### config.mk
export PLATFORM = sky130hd
export DESIGN_NAME = ula_op_sequencer
export DESIGN_NICKNAME = d
export VERILOG_FILES = /design/src/rtl/ula_op_sequencer.sv
export SDC_FILE = /design/constraint.sdc
export NUM_CORES = 1
export LEC_CHECK = 0
export ABC_AREA = 1
export BUFFER_PORTS_ARGS = -buffer_cell sky130_fd_sc_hd__buf_2
export CAP_MARGIN = 30
export CELL_PAD_IN_SITES_DETAIL_PLACEMENT = 1
export CELL_PAD_IN_SITES_GLOBAL_PLACEMENT = 1
export CORE_UTILIZATION = 38
export DETAILED_ROUTE_END_ITERATION = 12
export HOLD_SLACK_MARGIN = 0.12
export PLACE_DENSITY_LB_ADDON = 0.1
export SYNTH_ARGS = -nofsm -noshare
export SYNTH_HDL_FRONTEND = slang
export SYNTH_SLANG_ARGS = --single-unit
### constraint.sdc
create_clock -name clk -period 3 [get_ports clk]
set_input_delay 0 -clock clk [delete_from_list [all_inputs] [get_ports clk]]
set_output_delay 0 -clock clk [all_outputs]
set_load 0.01 [all_outputs]
### src/rtl/ula_op_sequencer.sv
// Multicycle controller for the RegisterFile + ula datapath: one ALU command per
// handshake, sequenced through operand read, execute, write-back and completion.
module ula_op_sequencer #(
  parameter int DATA_W = 8,
  parameter int ADDR_W = 3
) (
  input  logic              clk,
  input  logic              rst_n,
  input  logic              cmd_valid,
  output logic              cmd_ready,
  input  logic [2:0]        cmd_op,
  input  logic [ADDR_W-1:0] cmd_rd,
  input  logic [ADDR_W-1:0] cmd_rs1,
  input  logic [ADDR_W-1:0] cmd_rs2,
  input  logic              cmd_use_imm,
  input  logic [DATA_W-1:0] cmd_imm,
  output logic [ADDR_W-1:0] rf_ra1,
  output logic [ADDR_W-1:0] rf_ra2,
  input  logic [DATA_W-1:0] rf_rd1,
  input  logic [DATA_W-1:0] rf_rd2,
  output logic              rf_we3,
  output logic [ADDR_W-1:0] rf_wa3,
  output logic [DATA_W-1:0] rf_wd3,
  output logic [DATA_W-1:0] alu_srca,
  output logic [DATA_W-1:0] alu_srcb,
  output logic [2:0]        alu_ctrl,
  input  logic [DATA_W-1:0] alu_result,
  input  logic              alu_z,
  output logic              done,
  output logic              err,
  output logic [DATA_W-1:0] result,
  output logic              zero,
  output logic [7:0]        op_count
);

  typedef enum logic [2:0] {
    S_IDLE  = 3'd0,
    S_READ  = 3'd1,
    S_EXEC  = 3'd2,
    S_WRITE = 3'd3,
    S_DONE  = 3'd4
  } state_t;

  state_t              r_state;
  state_t              w_next;
  logic [2:0]          r_op;
  logic [ADDR_W-1:0]   r_rd;
  logic [ADDR_W-1:0]   r_rs1;
  logic [ADDR_W-1:0]   r_rs2;
  logic                r_use_imm;
  logic [DATA_W-1:0]   r_imm;
  logic [DATA_W-1:0]   r_a;
  logic [DATA_W-1:0]   r_b;
  logic [DATA_W-1:0]   r_res;
  logic                r_z;
  logic                r_err;
  logic [DATA_W-1:0]   r_result;
  logic                r_zero;
  logic [7:0]          r_op_count;
  logic                w_hs;
  logic                w_illegal;

  // Ready is held low while reset is asserted even though the state is already IDLE.
  assign cmd_ready = (r_state == S_IDLE) && rst_n;
  assign w_hs      = cmd_valid && cmd_ready;
  assign w_illegal = (r_op == 3'b011) || (r_op == 3'b100) || (r_op == 3'b101);

  always_comb begin
    w_next = r_state;
    case (r_state)
      S_IDLE:  if (w_hs) w_next = S_READ;
      S_READ:  w_next = S_EXEC;
      S_EXEC:  w_next = w_illegal ? S_DONE : S_WRITE;
      S_WRITE: w_next = S_DONE;
      S_DONE:  w_next = S_IDLE;
      default: w_next = S_IDLE;
    endcase
  end

  always_ff @(posedge clk or negedge rst_n) begin
    if (!rst_n) begin
      r_state    <= S_IDLE;
      r_op       <= '0;
      r_rd       <= '0;
      r_rs1      <= '0;
      r_rs2      <= '0;
      r_use_imm  <= 1'b0;
      r_imm      <= '0;
      r_a        <= '0;
      r_b        <= '0;
      r_res      <= '0;
      r_z        <= 1'b0;
      r_err      <= 1'b0;
      r_result   <= '0;
      r_zero     <= 1'b0;
      r_op_count <= '0;
    end else begin
      r_state <= w_next;
      case (r_state)
        S_IDLE: begin
          if (w_hs) begin
            r_op      <= cmd_op;
            r_rd      <= cmd_rd;
            r_rs1     <= cmd_rs1;
            r_rs2     <= cmd_rs2;
            r_use_imm <= cmd_use_imm;
            r_imm     <= cmd_imm;
          end
        end
        S_READ: begin
          r_a <= rf_rd1;
          r_b <= r_use_imm ? r_imm : rf_rd2;
        end
        S_EXEC: begin
          r_res <= alu_result;
          r_z   <= alu_z;
          r_err <= w_illegal;
        end
        S_DONE: begin
          // Illegal commands complete without disturbing the reported status.
          if (!r_err) begin
            r_result   <= r_res;
            r_zero     <= r_z;
            r_op_count <= r_op_count + 8'd1;
          end
        end
        default: ;
      endcase
    end
  end

  assign rf_ra1   = (r_state == S_READ)  ? r_rs1 : '0;
  assign rf_ra2   = (r_state == S_READ)  ? r_rs2 : '0;
  assign rf_we3   = (r_state == S_WRITE);
  assign rf_wa3   = (r_state == S_WRITE) ? r_rd  : '0;
  assign rf_wd3   = (r_state == S_WRITE) ? r_res : '0;
  assign alu_srca = r_a;
  assign alu_srcb = r_b;
  assign alu_ctrl = r_op;
  assign done     = (r_state == S_DONE);
  assign err      = (r_state == S_DONE) && r_err;
  assign result   = r_result;
  assign zero     = r_zero;
  assign op_count = r_op_count;

endmodule

==> results_dict.tcl <==
set metrics [dict create \
    drt_wl_total_mm 9.209 \
    hold_path_startpoint "cmd_valid" \
    die_h_um 89.57 \
    io_pins 106 \
    antenna_violating_nets_remaining 0 \
    yosys.area_share.simple 0.2623 \
    synthMuxAreaShare 0 \
    via_count 2937 \
    grt_setup_unrepaired "false" \
    worst_setup_path_start_kind "register" \
    hold_path_depth 3 \
    synth_seq_area_share 0.5754 \
    synthesis.area_per_instance_um2 8.302 \
    hold_viol_final 0 \
    final.setup.tns_ns 0 \
    yosys_warnings 0 \
    first_pass_grt_wire_length_mm 14.63 \
    slew_at_the_pin_closest_to_its_max_slew_limit_ns 0.8599 \
    critPathKind "register to register" \
    die_area_mm2 0.008023 \
    drive_gt1_frac 0.2567 \
    die_w_um 89.57 \
    inserted_clock_buffers 9 \
    worst-path-max-fanout 23 \
    worst_setup_path_end_kind "register" \
    route.detailed.vias_per_inst 4.729 \
    synth_top_cells_by_area "sky130_fd_sc_hd__dfrtp_1 (58%), sky130_fd_sc_hd__nand2_1 (16%), sky130_fd_sc_hd__nand3_1 (4.6%)" \
    length_of_the_first_detailed_routing_pass_in_iterations 4 \
    synth.cell_area_mm2 0.002914 \
    insertedDiodeCount 0 \
    stdcell_area_mm2 0.004362 \
    detail_route.drc_violations 0 \
    netlist.top_cell.by_area "sky130_fd_sc_hd__dfrtp_1" \
    cts.root.buffer_cell "sky130_fd_sc_hd__clkbuf_8" \
    area_growth_pct 49.68 \
    core_area_mm2 0.007331 \
    final.hold.worst_slack_ns 0.1516 \
    antenna_violations_before_repair 0 \
    layout.nets 567 \
    grt_pass1_vias 3110 \
    synth.most_common_cell "sky130_fd_sc_hd__nand2_1" \
    maxSlewHeadroom 0.4267 \
    synth_compound_gate_area_share 0.06355 \
    worst-r2r-setup-slack_ns 1.03 \
    grt-ovfl-total 0 \
    timing.fmax_mhz 507.6 \
    power.total_w 0.003834 \
    endpoint_of_the_worst_hold_path "r_imm[4]$_DFFE_PN0P_" \
    synthDominantCellAreaShare 0.5754 \
    ctsLongestPathBuffers 2 \
    multiInputGateArea_um2 997.2 \
    htreeDepth 3 \
    yosys.area_share.xor_xnor 0.01202 \
    synthCells 351 \
    timing.final.max_slew_violations 0 \
    first_iter_violations 68 \
    fin_skew_ns 0.01012 \
    worstHoldPathType "primary input to register" \
    cts_tree "done" \
    place_congestion 0.7178 \
    worst_ir_drop_on_vdd_uv 316.9 \
    layout_worst_path_cycle_share 0.6567 \
    worstPathRequired_ns 3.22 \
    effective_utilization_at_floorplan 0.3975 \
    place.detailed.hpwl_mm 5.017 \
    insertion_delay_ns 0.34 \
    synth_flop_cell "sky130_fd_sc_hd__dfrtp_1" \
    gr-usage-all-layers 0.2452 \
    max-cap-violations 0 \
    timing.final.setup_violations 0 \
    reg2reg_to "r_rs1[2]$_DFFE_PN0P_" \
    n_fill_cell 902 \
    main_combinational_cell_family_by_area_after_synthesis "simple AND/OR/NAND/NOR gates" \
    yosysUniqueCellTypes 20 \
    row_count 31 \
    power_density_relative_to_cell_area_mw_per_mm2 879.1 \
    worst_setup_hold_path_clk_slew_ns 0.07 \
    average_wire_per_cell_in_the_routed_design_um 14.83 \
    leakage_nw 2.338 \
    period_needed_ns 1.970 \
    synth_top_cells_by_count "sky130_fd_sc_hd__nand2_1 (128), sky130_fd_sc_hd__dfrtp_1 (67), sky130_fd_sc_hd__inv_1 (35)" \
    run_status "completed" \
    ys_async_sr_fraction 1.000 \
    timing.rr.start "r_state[1]$_DFFE_PN0P_" \
    postSynthRegisterBits 67 \
    layout.area.seq_mm2 0.001677 \
    synth_adder_area_share 0.004294 \
    buffer_ports.inserted 105 \
    number_of_synthesized_flops_with_an_enable_pin 0 \
    grt_start_max_net_pins 69 \
    reg2reg_depth 7 \
    crit_path_dat_ns 2.19 \
    clock-sinks 67 \
    placement.cell_area_mm2 0.003503 \
    syn_nets 401 \
]
-- worst max-delay path, stage by stage (launching register included) --
cell                      delay, ns
sky130_fd_sc_hd__dfrtp_1       0.44
sky130_fd_sc_hd__nor2_2        0.14
sky130_fd_sc_hd__nand2_1       0.11
sky130_fd_sc_hd__nor2_2        0.09
sky130_fd_sc_hd__buf_4         0.26
sky130_fd_sc_hd__nand2_1       0.50
sky130_fd_sc_hd__nand2_1       0.21
sky130_fd_sc_hd__nand2_1       0.08
-- layer usage --
layer  GRT usage  wire [um]  vias to the layer above
met3     0.03839        292                       21
met4      0.1154        250                        0
met1      0.2840       3794                     1430
met2      0.4435       4871                       75
met5           0          0                        -
li1            -          -                     1411
-- final cells by class --
class	count	area share
Clock inverter	4	0.01664
Tap cell	99	0.02840
Timing Repair Buffer	172	0.2719
Multi-Input combinational cell	227	0.2286
Clock buffer	12	0.03557
Sequential cell	67	0.3844
Inverter	40	0.03442
-- cell families (layout without fill, tap and decap cells) --
logic type	count (synthesis)	after routing
buffers and inverters	57	228
adder cells (fa/ha/maj)	1	1
XOR/XNOR	4	4
AND/OR/NAND/NOR	185	185
AO/OA/AOI/OAI	37	37
flip-flops	67	67
-- placed cells by master, fill, tap and decap left out, drive strengths merged, types with 3 or more instances in the layout --
master	instances
buf	109
clkbuf	12
dfrtp	67
dlygate4sd3	63
inv	40
nand2	128
nand3	27
nor2	25
nor3	3
o21ai	35
xor2	3
-- registers in the layout, indices dropped and copies added, names as in the netlist, 3 cells and up --
name,flops
r_rd,3
op_count,8
r_rs1,3
alu_srcb,8
alu_ctrl,3
r_res,8
r_state,3
result,8
alu_srca,8
r_imm,8
r_rs2,3
-- worst max-delay path by stage --
stage | startpoint | end | slack, ns | cells after the start
finish | r_state[1]$_DFFE_PN0P_ | r_rs1[2]$_DFFE_PN0P_ | 1.03 | 7
global route | r_state[1]$_DFFE_PN0P_ | r_imm[7]$_DFFE_PN0P_ | 0.84 | 7
CTS | r_state[2]$_DFFE_PN0P_ | rf_ra1[1] | 1.03 | 4
detailed placement | r_state[1]$_DFFE_PN0P_ | r_imm[5]$_DFFE_PN0P_ | 1.09 | 7
global placement | r_state[1]$_DFFE_PN0P_ | r_rs1[0]$_DFFE_PN0P_ | 1.17 | 7
floorplan | r_state[2]$_DFFE_PN0P_ | alu_srca[4]$_DFFE_PN0N_ | 1.72 | 6
-- stage by stage --
step,utilization,worst slack (ns),std cells
6_report,0.5950,1.030,621
3_5_place_dp,0.4779,1.085,542
5_1_grt,0.5950,0.8412,621
4_1_cts,0.5950,1.034,621
2_1_floorplan,-,1.722,351
3_3_place_gp,0.4779,1.170,542
-- where the power goes --
part	leakage, nW	internal [W]	switching, W
sequential	0.844	0.00129	0.000263
clock	0.113	0.000513	0.000349
combinational	1.38	0.000548	0.000868
-- what timing repair did --
item / in CTS / in global routing
buffers inserted: 0 / 0
hold endpoints to repair: 113 / 0
endpoints found under the setup margin: 0 / 0
gates resized for setup: 0 / 0
hold buffers: 63 / 0
Note: power is estimated with default switching activity, not from simulation.
